File: config.mk
export PLATFORM = sky130hd
export DESIGN_NAME = truth_table_scanner
export DESIGN_NICKNAME = d
export VERILOG_FILES = /design/src/rtl/truth_table_scanner_pkg.sv /design/src/rtl/truth_table_scanner_settle_timer.sv /design/src/rtl/truth_table_scanner.sv
export SDC_FILE = /design/constraint.sdc
export NUM_CORES = 1
export LEC_CHECK = 0
export ABC_AREA = 1
export BUFFER_PORTS_ARGS = -buffer_cell sky130_fd_sc_hd__clkbuf_2
export CAP_MARGIN = 5
export CELL_PAD_IN_SITES_DETAIL_PLACEMENT = 0
export CELL_PAD_IN_SITES_GLOBAL_PLACEMENT = 1
export CORE_ASPECT_RATIO = 0.75
export CORE_MARGIN = 2
export CORE_UTILIZATION = 39
export DETAILED_ROUTE_END_ITERATION = 7
export PLACE_DENSITY_LB_ADDON = 0.1
export SLEW_MARGIN = 5
export SYNTH_ARGS = -nofsm -noshare
export SYNTH_HDL_FRONTEND = slang
export SYNTH_HIERARCHICAL = 1
export SYNTH_SLANG_ARGS = --single-unit
export TNS_END_PERCENT = 30
File: constraint.sdc
create_clock -name clk -period 1.65 [get_ports clk]
set_clock_uncertainty 0.15 [all_clocks]
set_input_delay 0.0825 -clock clk [delete_from_list [all_inputs] [get_ports clk]]
set_output_delay 0.0825 -clock clk [all_outputs]
set_load 0.02 [all_outputs]
File: src/rtl/truth_table_scanner_pkg.sv
// Shared types and sizes for the truth-table scanner.
package truth_table_scanner_pkg;

    typedef enum logic [1:0] {
        IDLE,
        SETTLE,
        SAMPLE,
        DONE
    } state_e;

    localparam int unsigned DEF_N_WIDTH = 4;
    localparam int unsigned TT_W        = 2 ** DEF_N_WIDTH;
    localparam int unsigned LAST_IDX    = TT_W - 1;

endpackage

File: src/rtl/truth_table_scanner_settle_timer.sv
// Settle counter: load clears it, inc steps it, term flags the last settle cycle.
module tt_settle_timer #(
    parameter int unsigned SETTLE_CYCLES = 2
) (
    input  logic clk,
    input  logic rst_n,
    input  logic load,
    input  logic inc,
    output logic term
);

    localparam int unsigned CW = (SETTLE_CYCLES > 1) ? $clog2(SETTLE_CYCLES) : 1;
    localparam logic [CW-1:0] CNT_LAST = CW'(SETTLE_CYCLES - 1);

    logic [CW-1:0] cnt_q;
    logic [CW-1:0] cnt_d;

    always_comb begin
        cnt_d = cnt_q;
        if (load) begin
            cnt_d = '0;
        end else if (inc) begin
            cnt_d = cnt_q + 1'b1;
        end
    end

    always_ff @(posedge clk or negedge rst_n) begin
        if (!rst_n) begin
            cnt_q <= '0;
        end else begin
            cnt_q <= cnt_d;
        end
    end

    assign term = (cnt_q == CNT_LAST);

endmodule

File: src/rtl/truth_table_scanner.sv
// Sweeps N through all codes, samples F after a settle time, builds tt and ones_cnt.
// Optional expected-table checker enabled by defining TT_CHECK_EN.
module truth_table_scanner
    import truth_table_scanner_pkg::*;
#(
    parameter int unsigned SETTLE_CYCLES = 2,
    parameter int unsigned N_WIDTH       = DEF_N_WIDTH
) (
    input  logic                      clk,
    input  logic                      rst_n,
    input  logic                      start,
    output logic [N_WIDTH-1:0]        n_out,
    input  logic                      f_in,
    output logic                      busy,
    output logic                      done,
    output logic [(2**N_WIDTH)-1:0]   tt,
    output logic [N_WIDTH:0]          ones_cnt
`ifdef TT_CHECK_EN
    ,
    input  logic [(2**N_WIDTH)-1:0]   exp_tt,
    output logic                      mismatch,
    output logic [N_WIDTH-1:0]        fail_idx
`endif
);

    localparam int unsigned TBL_W = 2 ** N_WIDTH;
    localparam logic [N_WIDTH-1:0] N_LAST = N_WIDTH'(TBL_W - 1);

    state_e               state_q, state_d;
    logic [N_WIDTH-1:0]   n_q, n_d;
    logic [TBL_W-1:0]     tt_q, tt_d;
    logic [N_WIDTH:0]     ones_q, ones_d;
    logic                 tmr_load;
    logic                 tmr_inc;
    logic                 tmr_term;

    tt_settle_timer #(
        .SETTLE_CYCLES (SETTLE_CYCLES)
    ) u_timer (
        .clk   (clk),
        .rst_n (rst_n),
        .load  (tmr_load),
        .inc   (tmr_inc),
        .term  (tmr_term)
    );

    always_comb begin
        state_d  = state_q;
        n_d      = n_q;
        tt_d     = tt_q;
        ones_d   = ones_q;
        tmr_load = 1'b0;
        tmr_inc  = 1'b0;
        case (state_q)
            IDLE: begin
                if (start) begin
                    state_d  = SETTLE;
                    n_d      = '0;
                    tt_d     = '0;
                    ones_d   = '0;
                    tmr_load = 1'b1;
                end
            end
            SETTLE: begin
                if (tmr_term) begin
                    state_d = SAMPLE;
                end else begin
                    tmr_inc = 1'b1;
                end
            end
            SAMPLE: begin
                tt_d[n_q] = f_in;
                ones_d    = ones_q + {{N_WIDTH{1'b0}}, f_in};
                // n_out holds the last code through DONE rather than wrapping
                if (n_q == N_LAST) begin
                    state_d = DONE;
                end else begin
                    n_d      = n_q + 1'b1;
                    tmr_load = 1'b1;
                    state_d  = SETTLE;
                end
            end
            DONE: begin
                state_d = IDLE;
            end
            default: begin
                state_d = IDLE;
            end
        endcase
    end

    always_ff @(posedge clk or negedge rst_n) begin
        if (!rst_n) begin
            state_q <= IDLE;
            n_q     <= '0;
            tt_q    <= '0;
            ones_q  <= '0;
        end else begin
            state_q <= state_d;
            n_q     <= n_d;
            tt_q    <= tt_d;
            ones_q  <= ones_d;
        end
    end

    assign n_out    = n_q;
    assign busy     = (state_q == SETTLE) || (state_q == SAMPLE);
    assign done     = (state_q == DONE);
    assign tt       = tt_q;
    assign ones_cnt = ones_q;

`ifdef TT_CHECK_EN
    logic [TBL_W-1:0]   exp_q, exp_d;
    logic               mismatch_q, mismatch_d;
    logic [N_WIDTH-1:0] fail_idx_q, fail_idx_d;
    logic [TBL_W-1:0]   diff;
    logic               found;

    // Result is computed from the final table on the last SAMPLE edge so it is valid alongside done
    always_comb begin
        exp_d      = exp_q;
        mismatch_d = mismatch_q;
        fail_idx_d = fail_idx_q;
        diff       = tt_d ^ exp_q;
        found      = 1'b0;
        if (state_q == IDLE && start) begin
            exp_d      = exp_tt;
            mismatch_d = 1'b0;
            fail_idx_d = '0;
        end else if (state_q == SAMPLE && n_q == N_LAST) begin
            mismatch_d = |diff;
            fail_idx_d = '0;
            for (int unsigned i = 0; i < TBL_W; i++) begin
                if (!found && diff[i]) begin
                    fail_idx_d = N_WIDTH'(i);
                    found      = 1'b1;
                end
            end
        end
    end

    always_ff @(posedge clk or negedge rst_n) begin
        if (!rst_n) begin
            exp_q      <= '0;
            mismatch_q <= 1'b0;
            fail_idx_q <= '0;
        end else begin
            exp_q      <= exp_d;
            mismatch_q <= mismatch_d;
            fail_idx_q <= fail_idx_d;
        end
    end

    assign mismatch = mismatch_q;
    assign fail_idx = fail_idx_q;
`endif

endmodule

# ---- Word-level counts from Yosys, hierarchy flattened
# Cells that the tools add are included.
dict set report word_totals {
  reg_bits 28
  output_inout_bits 27
  word_cells 46
}
dict set report classes {
  n_addsub 3
  n_lt_le_gt_ge 2
  eq_ne 7
  n_mux 21
  reduce_logical 8
}
# cell n
set ops {}
lappend ops {{$pmux W16 S2} 1}
lappend ops {{$bwmux W16} 1}
lappend ops {{$mux W16} 1}
lappend ops {{$pmux W5 S2} 1}
lappend ops {{$mux W4} 2}
lappend ops {{$pmux W2 S4} 1}
lappend ops {{$pmux W4 S2} 1}
lappend ops {{$mux W1} 7}
lappend ops {{$mux W2} 3}
lappend ops {{$add A5 B1 Y5} 1}
lappend ops {{$lt A4 B5 Y1 const B} 1}
lappend ops {{$mux W5} 1}
lappend ops {{$add A4 B1 Y4 const B} 1}
lappend ops {{$demux W1 S4} 1}
lappend ops {{$eq A2 B2 Y1 const B} 2}
lappend ops {{$eq A4 B4 Y1 const B} 1}
lappend ops {{$ge A4 B1 Y1 const B} 1}
lappend ops {{$ne A2 B2 Y1 const B} 2}
lappend ops {{$reduce_and A2 Y1} 2}
lappend ops {{$reduce_bool A2 Y1} 2}
lappend ops {{$reduce_and A3 Y1} 1}
lappend ops {{$eq A2 B1 Y1 const B} 1}
lappend ops {{$logic_not A2 Y1} 1}
lappend ops {{$ne A2 B1 Y1 const B} 1}
lappend ops {{other kinds (4)} 4}

# ---- Depth between registers and ports, before layout
# Gate-level depths: netlist of run 1.
dict set report logic_depth {
  depth_word 6
  ltp_mapped 9
  mapped_depth_nobuf 8
}

# ---- Hierarchy
# The synthesis of run 1 kept the hierarchy.
# mod n_inst cells_per_inst area_each_um2
set by_module_without_submodules {}
lappend by_module_without_submodules {truth_table_scanner 1 215 1609.0}
lappend by_module_without_submodules {tt_settle_timer 1 6 43.8}

# ---- Least setup slack after synthesis of run 1
# No wires, ideal clock.
dict set report synth_timing {
  path_kind {register -> register}
  from {register n_q[1], in the netlist n_out[1]}
  to {register tt_q[15], in the netlist tt[15]}
  setup_time_ns 0.127
  arrival_time_ns 1.226
  t_required_ns 1.373
  path_slack_ns 0.147
  path_stages_with_launch 7
  path_buffers 0
  period_less_slack_ns 1.503
  cell_sequence {dfrtp_1 > ha_1 > nand3_2 > nand2_1 > nand2_1 > nand2_1 > o21ai_0}
}
dict set report synth_between {
  elab_chain_len 6
  word_cells_on_any_way 7
  cone_classes {order compare (2); mux (4); reduce/logical (1)}
}
# element line_no
set synth_lines {}
lappend synth_lines {{start: declaration} truth_table_scanner.sv:30} ;# logic [N_WIDTH-1:0] n_q, n_d;
lappend synth_lines {{start signal: assignment} truth_table_scanner.sv:100} ;# n_q <= n_d;
lappend synth_lines {{$lt A4 B5 Y1 (implied by the code) or $ge A4 B1 Y1 (tied branches)} truth_table_scanner.sv:72} ;# tt_d[n_q] = f_in;
lappend synth_lines {{$logic_and A1 B1 Y1 (implied by the code)} truth_table_scanner.sv:72}
lappend synth_lines {{$mux W1 (implied by the code)} truth_table_scanner.sv:72}
lappend synth_lines {{$demux W1 S4 (*)} truth_table_scanner.sv:72}
lappend synth_lines {{$bwmux W16 (*)} truth_table_scanner.sv:72}
lappend synth_lines {{$pmux W16 S2 (*)} truth_table_scanner.sv:54} ;# case (state_q)
lappend synth_lines {{end signal: assignment} truth_table_scanner.sv:101} ;# tt_q <= tt_d;
lappend synth_lines {{end: declaration} truth_table_scanner.sv:31} ;# logic [TBL_W-1:0] tt_q, tt_d;
# Every way passes the cells marked *; elsewhere a longest branch is shown, timed or not.
# A chain may end at the register's enable or synchronous reset.

# ---- Worst setup path after layout of run 1
dict set report layout_timing {
  from {register n_q[1], in the netlist n_out[1]}
  to {register u_timer.cnt_q, in the netlist u_timer/term}
}
dict set report layout_between {
  elab_chain_len 4
  word_cells_on_any_way 5
  cone_classes {eq/ne (1); mux (3); reduce/logical (1)}
}
# element line_no
set layout_lines {}
lappend layout_lines {{$eq A4 B4 Y1 (*)} truth_table_scanner.sv:75} ;# if (n_q == N_LAST) begin
lappend layout_lines {{$mux W1 (*)} truth_table_scanner.sv:75}
lappend layout_lines {{$pmux W1 S2 (*)} truth_table_scanner.sv:54}
lappend layout_lines {{net tmr_load} truth_table_scanner.sv:33} ;# logic tmr_load;
lappend layout_lines {{$mux W1 or $reduce_bool A2 Y1 (tied branches)} --}
lappend layout_lines {{end signal: assignment} truth_table_scanner_settle_timer.sv:31} ;# cnt_q <= cnt_d;
lappend layout_lines {{end: declaration} truth_table_scanner_settle_timer.sv:15} ;# logic [CW-1:0] cnt_q;
# Mark *: on every way through the listed nets, which the timed path passes. The rest lies on a longest branch.

==> impl_metrics.tcl, run 1 <==
set metrics [dict create \
    rows 20 \
    drt_wl_total_mm 3.70 \
    place.gp.congestion 0.751 \
    synth_area_leader_cell "dfrtp_1" \
    reg2regPathDepth 7 \
    timing.rr.end "u_timer/term" \
    core-area_sq_um 4050 \
    dp_cells 309 \
    synth_warnings 6 \
    grt_pass1_wl_mm 6.07 \
    clock.fmax_mhz 645 \
    synthCells 221 \
    die_w_um 79.2 \
    holdCritPathClass "input port to flop" \
    worst_pin_slew_ns 0.448 \
    die_y_um 60.4 \
    crit_fanout 7 \
    finalHoldViolCount 0 \
    utilization_pct 49.7 \
    cap_violations 0 \
    worstSkewPairLatency_ns 0.28 \
    critical_path_class "flop to flop" \
    synth_cell_types 19 \
    grt_pass1_vias 1276 \
    fin_cells 315 \
    cts_buffers 3 \
    clkSlewWorstSetupHoldPaths_ns 0.10 \
    power.density_nw_per_um2 834 \
    io_pins 31 \
    status "finished, final reports clean" \
    drtIter0Drc 48 \
    min_to "tt[15]" \
    min_path_cells 3 \
    r2r_slack_ns 0.10 \
    grt_usage_pct 16.5 \
    p_leak_uw 0.00111 \
    finalPower_uw 1680 \
    dr.pass1.iters 4 \
    clockRootBuffer "clkbuf_8" \
    vias 1438 \
    htreeDepth 1 \
    setup_viol 0 \
    post_synth_main_area_contributors "dfrtp_1 42%, nand2_1 22%, ha_1 8.3%, nand3_1 5.8%, inv_1 4.5%" \
    nets 276 \
    slew_headroom_pct 70.1 \
    antenna_found_initial 0 \
    syn-num-nets 236 \
    irDropWorstVdd_v 0.000352 \
    min_period_ns 1.55 \
    r2r-start "n_out[1]" \
    clk_path_buf_depth 2 \
    tritoncts "done" \
    drc 0 \
    period_share_pct 93.9 \
    drive_gt1_share_pct 22.3 \
    arrival_ns 1.62 \
    antenna_cells 0 \
    syn_area_sq_um 1650 \
    synth_top_area_share_pct 42.4 \
    syn-mean-instance-area_sq_um 7.48 \
    viasPerCell 4.57 \
    start_util_pct 40.8 \
    place_hpwl_mm 2.64 \
    clock-sinks 28 \
    port_buffers 30 \
    cp_data_required_time_ns 1.72 \
    seq_area_frac_synth_pct 42.4 \
    end_kind "flop" \
    avgRoutedWirePerCell_um 11.7 \
    grt_max_degree 29 \
    dieArea_sq_um 4780 \
    grt_overflow 0 \
    cp-start-kind "flop" \
    syn_to_final_growth_pct 21.9 \
    fin_setup_tns_ns 0 \
    ant_nets 0 \
    drv_slew 0 \
    ys_ff_latch 28 \
    hp-start "f_in" \
]
[Yosys cell counts, drive strengths merged]
master  count
xor2        2
o21ai       8
nor2       12
nand4       4
dfrtp      28
nand2      99
inv        21
o21a        1
ha         11
a21oi       1
or2         7
nand3      21
buf         6
[critical path, cell delays in order, from the launching register on]
cell and delay (ns):
dfrtp_2 0.44, ha_2 0.29, nand3_2 0.15, nand2_1 0.19, nand2_1 0.09, inv_1 0.06, nand2_1 0.05, nor2_1 0.07
[state kept, by name, indices dropped and copies added, names as in the netlist]
register	flops
n_out	4
ones_cnt	5
state_q	2
tt	16
u_timer/term	1
[report_power, final]
group          leakage [uW]  total [uW]  internal [uW]  switching (uW)
Combinational      0.000720         450            164             285
Sequential         0.000362         806            744            62.2
Clock             0.0000288         425            214             211
Total               0.00111        1680           1120             559
[worst max path at each step]
stage / startpoint / cells past startpoint / slack (ns) / to
2_1_floorplan: n_out[1] / 6 / 0.15 / tt[15]
4_1_cts: n_out[1] / 7 / 0.003 / u_timer/term
3_5_place_dp: n_out[1] / 7 / 0.04 / u_timer/term
3_3_place_gp: n_out[1] / 7 / -0.009 / u_timer/term
5_1_grt: n_out[0] / 7 / -0.02 / u_timer/term
6_report: n_out[1] / 7 / 0.10 / u_timer/term
[what timing repair did]
item / in CTS / in global routing
buffers inserted: 0 / 1
setup endpoints to repair: 0 / 26
endpoints found under the hold margin: 28 / 0
gates resized for setup: 0 / 11
hold buffers: 1 / 0
[final cells by class]
cell class / count / area [sq um]
clock buffer: 4 / 55.1
fill: 443 / 2040
inverter: 21 / 78.8
multi-input combinational: 166 / 862
sequential: 28 / 702
tap: 55 / 68.8
timing repair buffer: 41 / 248
[cells by family after synthesis]
group | after synthesis | synth area share (%)
XOR/XNOR | 2 | 1.06
buffers and inverters | 27 | 7.72
adder cells (fa/ha/maj) | 11 | 8.33
AO/OA/AOI/OAI | 10 | 3.41
AND/OR/NAND/NOR | 143 | 37.1
flip-flops | 28 | 42.4
[metrics by stage]
stage	setup slack, ns	hold WS, ns	area, sq um
3_5_place_dp	0.0400	-0.0372	1900
5_1_grt	-0.0208	0.0346	2010
2_1_floorplan	0.147	-0.363	1650
6_report	0.100	0.0189	2010
4_1_cts	0.00345	0.0198	1970
3_3_place_gp	-0.00950	-0.0332	1900
[cell usage in the layout (no fill, tap or decap)]
cell type,netlist,layout
nor2_2,0,1
buf_12,0,1
a21oi_1,1,1
o21ai_0,7,7
nand2_1,97,97
clkbuf_2,0,30
o21a_1,1,1
clkbuf_8,0,4
nand2_4,0,1
ha_1,11,7
dlygate4sd3_1,0,1
xor2_1,2,2
ha_2,0,2
nand3_1,19,19
nor2_1,12,11
or2_0,7,7
dfrtp_2,0,1
nand3_4,1,1
inv_2,1,3
nand4_1,4,4
nand2_2,2,1
nand3_2,1,1
dfrtp_1,28,27
inv_1,20,18
o21ai_2,1,1
ha_4,0,2
buf_4,5,9
[metal layers]
metal / track usage [%] / wire length, um
met2: 24.0 / 1530
met3: 4.17 / 133
met4: 3.69 / 50
met5: 0 / 0
met1: 24.8 / 1990
No activity file was read; power rests on OpenSTA's default activity.
==> run 2: changes to the inputs <==
--- a/config.mk
+++ b/config.mk
@@ -12,7 +12,7 @@
 export CELL_PAD_IN_SITES_GLOBAL_PLACEMENT = 1
 export CORE_ASPECT_RATIO = 0.75
 export CORE_MARGIN = 2
-export CORE_UTILIZATION = 39
+export CORE_UTILIZATION = 36
 export DETAILED_ROUTE_END_ITERATION = 7
 export PLACE_DENSITY_LB_ADDON = 0.1
 export SLEW_MARGIN = 5
==> constraint.sdc (replaced) <==
create_clock -name clk -period 1.33 [get_ports clk]
set_clock_uncertainty 0.15 [all_clocks]
set_input_delay 0.0665 -clock clk [delete_from_list [all_inputs] [get_ports clk]]
set_output_delay 0.0665 -clock clk [all_outputs]
set_load 0.02 [all_outputs]
==> run 2 against run 1 <==
Against the previous run: the run now ends with negative setup slack left; register-to-register slack lost 0.22 ns; fmax grew 7.2%; die area grew 7.8%; critical path type unchanged; highest routed layer unchanged.
==> impl_metrics.tcl, run 2 (synthesis results as in run 1) <==
set metrics [dict create \
    grt_pass1_vias 1512 \
    violations "negative setup slack" \
    worstSkewPairLatency_ns 0.28 \
    worst_pin_slew_ns 0.333 \
    die_y_um 62.7 \
    dr.max_layer_used "met4" \
    clkPwrFrac_pct 28.4 \
    internal_power_uw 1640 \
    cap_violations 0 \
    utilization_pct 52.8 \
    crit_fanout 5 \
    cts_buffers 3 \
    slew_headroom_pct 77.8 \
    start_util_pct 37.2 \
    port_buffers 30 \
    grt_usage_pct 18.0 \
    die_w_um 82.2 \
    comb_power_share_pct 29.9 \
    end_kind "flop" \
    grt_pass1_wl_mm 7.24 \
    place_hpwl_mm 2.96 \
    design_area_sq_um 2340 \
    finalHoldViolCount 0 \
    drv_slew 0 \
    clk_path_buf_depth 2 \
    largest_reg_flops 16 \
    min_period_ns 1.45 \
    htreeDepth 1 \
    final-seq-area_sq_um 707 \
    viasPerCell 4.50 \
    dp_slack_ns -0.172 \
    antenna_cells 0 \
    p_leak_uw 0.00124 \
    holdCritPathClass "input port to asynchronous set/reset pin" \
    dpl-instance-area_sq_um 2130 \
    power_frac_seq_pct 41.7 \
    drive_gt1_share_pct 33.7 \
    grt_overflow 0 \
    cp-start-kind "flop" \
    critical_path_class "flop to flop" \
    syn_to_final_growth_pct 41.9 \
    wl_met1_mm 2.23 \
    multi_input_area_sq_um 948 \
    fillers 451 \
    avgRoutedWirePerCell_um 12.0 \
    cp_data_required_time_ns 1.35 \
    worst_slack_ns -0.116 \
    r2r-start "state_q[1]" \
    nets 298 \
    grt_max_degree 19 \
    wl_met2_mm 1.68 \
    clockRootBuffer "clkbuf_8" \
    dr.pass1.iters 4 \
    setup_viol 30 \
    switchingPower_uw 751 \
    rsz0062_at_grt "true" \
    rows 21 \
    dieArea_sq_um 5150 \
    cp-startpoint "state_q[1]" \
    tritoncts "done" \
    power.density_nw_per_um2 1020 \
    irDropWorstVdd_v 0.000528 \
    r2r_slack_ns -0.12 \
    clock-sinks 28 \
    switching_share_pct 31.4 \
    mostFrequentLayoutCell "nand2_1" \
    core-area_sq_um 4440 \
    drt_wl_total_mm 4.05 \
    clkSlewWorstSetupHoldPaths_ns 0.10 \
    drtIter0Drc 89 \
    clock.fmax_mhz 692 \
    fin_hold_ws_ns 0.0552 \
    antenna_found_initial 0 \
    met3_wirelength_um 128 \
    drc 0 \
    place.gp.congestion 0.778 \
    final_cell_mix "92 x nand2_1, 28 x clkbuf_2, 25 x buf_4" \
    vias 1524 \
    period_share_pct 109 \
    status "finished with violations" \
    io_pins 31 \
    arrival_ns 1.47 \
    ant_nets 0 \
]
## run 2: area by class of cell
class / instances / share of cell area (%)
Clock buffer: 3 / 1.76
Clock inverter: 1 / 1.28
Inverter: 21 / 3.58
Multi-Input combinational cell: 167 / 40.4
Sequential cell: 28 / 30.1
Tap cell: 57 / 3.04
Timing Repair Buffer: 62 / 19.7
## run 2: worst max-delay path: stages, from the launching register on
cell,delay (ns)
dfrtp_1,0.44
ha_4,0.21
buf_4,0.15
buf_4,0.12
buf_4,0.14
nand3_1,0.07
o21ai_0,0.08
## run 2: power groups by stage
stage	registers (uW)	logic [uW]	clock network, uW
6_report	997	714	679
4_1_cts	997	700	718
3_3_place_gp	1010	650	0
3_5_place_dp	1010	652	0
5_1_grt	1010	804	761
2_1_floorplan	1080	320	0
## run 2: final timing paths
check,cells after the start,to
max,6,ones_cnt[2]
min,2,ones_cnt[4]
max reg2reg,6,ones_cnt[2]
min reg2reg,2,tt[0]
max in group asynchronous,3,n_out[2]
min in group clk,4,ones_cnt[0]
## run 2: per-stage QoR
stage                     cells  power (uW)  TNS, ns
after detailed placement    329        1660    -3.76
after global placement      329        1660    -3.54
after CTS                   338        2420    -2.99
after floorplan             221        1400    -1.40
after global routing        339        2580    -5.48
final                       339        2390    -2.56
## run 2: per-layer routing
layer / global-route usage, % / vias up
met5: 0 / -
met4: 1.88 / 0
met3: 4.19 / 2
met2: 26.5 / 26
met1: 27.5 / 688
li1: - / 808
## run 2: repair_timing
| action | 4_1_cts | 5_1_grt |
|---|---|---|
| pin swaps | 3 | 0 |
| hold endpoints to repair | 29 | 0 |
| setup endpoints to repair | 31 | 32 |
| cloned | 1 | 0 |
| buffers inserted | 2 | 1 |
| hold buffers | 2 | 0 |
| gates resized for setup | 17 | 10 |
==> run 3: changes to the inputs <==
--- a/config.mk
+++ b/config.mk
@@ -14,7 +14,7 @@
 export CORE_MARGIN = 2
 export CORE_UTILIZATION = 36
 export DETAILED_ROUTE_END_ITERATION = 7
-export PLACE_DENSITY_LB_ADDON = 0.1
+export PLACE_DENSITY = 0.81
 export SLEW_MARGIN = 5
 export SYNTH_ARGS = -nofsm -noshare
 export SYNTH_HDL_FRONTEND = slang
==> run 3 against run 2 <==
Against the previous run: the flow finishes with violations (negative hold slack, negative setup slack); non-clock buffer count did not move; flip-flop and latch count did not move; combinational power rose by 0.7%; critical path depth rose by 3; critical endpoint is now n_out[2]; hold slack got worse by 0.058 ns; cell area barely moved; sequential share of layout area barely moved.
==> impl_metrics.tcl, run 3 (synthesis results as in run 1) <==
set metrics [dict create \
    met3_wirelength_um 163 \
    status "finished with violations" \
    antenna_found_initial 0 \
    io_pins 31 \
    drive_gt1_share_pct 34.2 \
    worst_slack_ns -0.139 \
    wl_met2_mm 1.83 \
    drtIter0Drc 125 \
    largest_reg_flops 16 \
    dp_slack_ns -0.168 \
    cap_violations 0 \
    start_util_pct 37.2 \
    die_y_um 62.7 \
    setup_viol 31 \
    clockRootBuffer "clkbuf_8" \
    grt_usage_pct 17.1 \
    grt_max_degree 17 \
    grt_overflow 0 \
    core-area_sq_um 4440 \
    cp-start-kind "flop" \
    tritoncts "done" \
    period_share_pct 110 \
    place.gp.congestion 0.815 \
    critical_path_class "flop to flop" \
    mostFrequentLayoutCell "nand2_1" \
    clkSlewWorstSetupHoldPaths_ns 0.10 \
    avgRoutedWirePerCell_um 12.1 \
    rsz0062_at_grt "true" \
    vias 1563 \
    drc 0 \
    fin_cells 338 \
    htreeDepth 1 \
    final_cell_mix "93 x nand2_1, 29 x clkbuf_2, 26 x buf_4" \
    holdCritPathClass "input port to flop" \
    finalHoldViolCount 1 \
    nets 297 \
    wl_met1_mm 2.08 \
    irDropWorstVdd_v 0.000514 \
    ant_nets 0 \
    drv_slew 0 \
    power.density_nw_per_um2 1030 \
    place_hpwl_mm 3.02 \
    dp_cells 328 \
    end_kind "flop" \
    min_period_ns 1.47 \
    fin_hold_ws_ns -0.00277 \
    violations "negative hold slack, negative setup slack" \
    grt_pass1_vias 1400 \
    clock.fmax_mhz 681 \
    worst_pin_slew_ns 0.411 \
    cp_data_required_time_ns 1.36 \
    dr.pass1.iters 4 \
    dr.max_layer_used "met3" \
    clk_path_buf_depth 2 \
    cts_buffers 3 \
    port_buffers 30 \
    worstSkewPairLatency_ns 0.28 \
    antenna_cells 0 \
    syn_to_final_growth_pct 41.8 \
    slew_headroom_pct 72.6 \
    drt_wl_total_mm 4.08 \
    p_leak_uw 0.00124 \
    dieArea_sq_um 5150 \
    clock-sinks 28 \
    grt_pass1_wl_mm 6.87 \
    die_w_um 82.2 \
    viasPerCell 4.62 \
    rows 21 \
    arrival_ns 1.50 \
    crit_fanout 9 \
]
-- run 3: cell count changes in the layout (fill, tap and decap cells not counted), sizes merged --
cell,delta
nand3,-1
dlygate4sd3,-1
clkbuf,+1
-- run 3: area by class of cell --
type,instances,area [sq um]
clock inverter,1,30.0
timing repair buffer,62,460
tap,57,71.3
fill,440,2100
multi-input combinational,166,953
sequential,28,706
clock buffer,3,41.3
inverter,21,81.3
-- run 3: critical path: stages, from the launching register on --
cell and delay (ns):
dfrtp_1 0.43, inv_2 0.07, ha_4 0.18, inv_2 0.07
nand2_4 0.05, nand2_4 0.08, buf_12 0.13, o21ai_4 0.07
nand2_1 0.08, nand2_1 0.05
-- run 3: metal layers --
metal	up-vias	global-route usage, %
li1	807	-
met2	36	25.2
met3	0	3.76
met5	-	0
met4	0	3.13
met1	720	25.8
-- run 3: power breakdown --
part	internal (uW)	switching [uW]
clock network	404	285
logic	312	407
registers	925	73.4
-- run 3: per-stage QoR --
stage	instance area (sq um)	util [%]	total power, uW	TNS [ns]
2_1_floorplan	1710	-	1400	-1.40
3_3_place_gp	2120	47.8	1650	-3.22
3_5_place_dp	2120	47.8	1660	-3.79
4_1_cts	2280	51.4	2390	-2.82
5_1_grt	2340	52.8	2550	-5.62
6_report	2340	52.8	2410	-2.97
-- run 3: final timing paths --
path                            depth (start not counted)  endpoint  slack, ns        from
worst max-delay path                                    9  n_out[2]      -0.14  state_q[1]
worst min-delay path                                    3    tt[15]     -0.003        f_in
worst max register to register                          9  n_out[2]      -0.14  state_q[1]
worst min register to register                          2    tt[10]       0.34      tt[10]
max in group asynchronous                               3  n_out[0]       0.52       rst_n
min in group asynchronous                               2     tt[6]       0.08       rst_n
-- run 3: repair_timing --
action,in CTS,in global routing
resized for setup,17,11
pin swaps,5,0
setup buffers,3,2
hold endpoints to repair,28,0
endpoints found under the setup margin,30,31
hold buffers,1,0
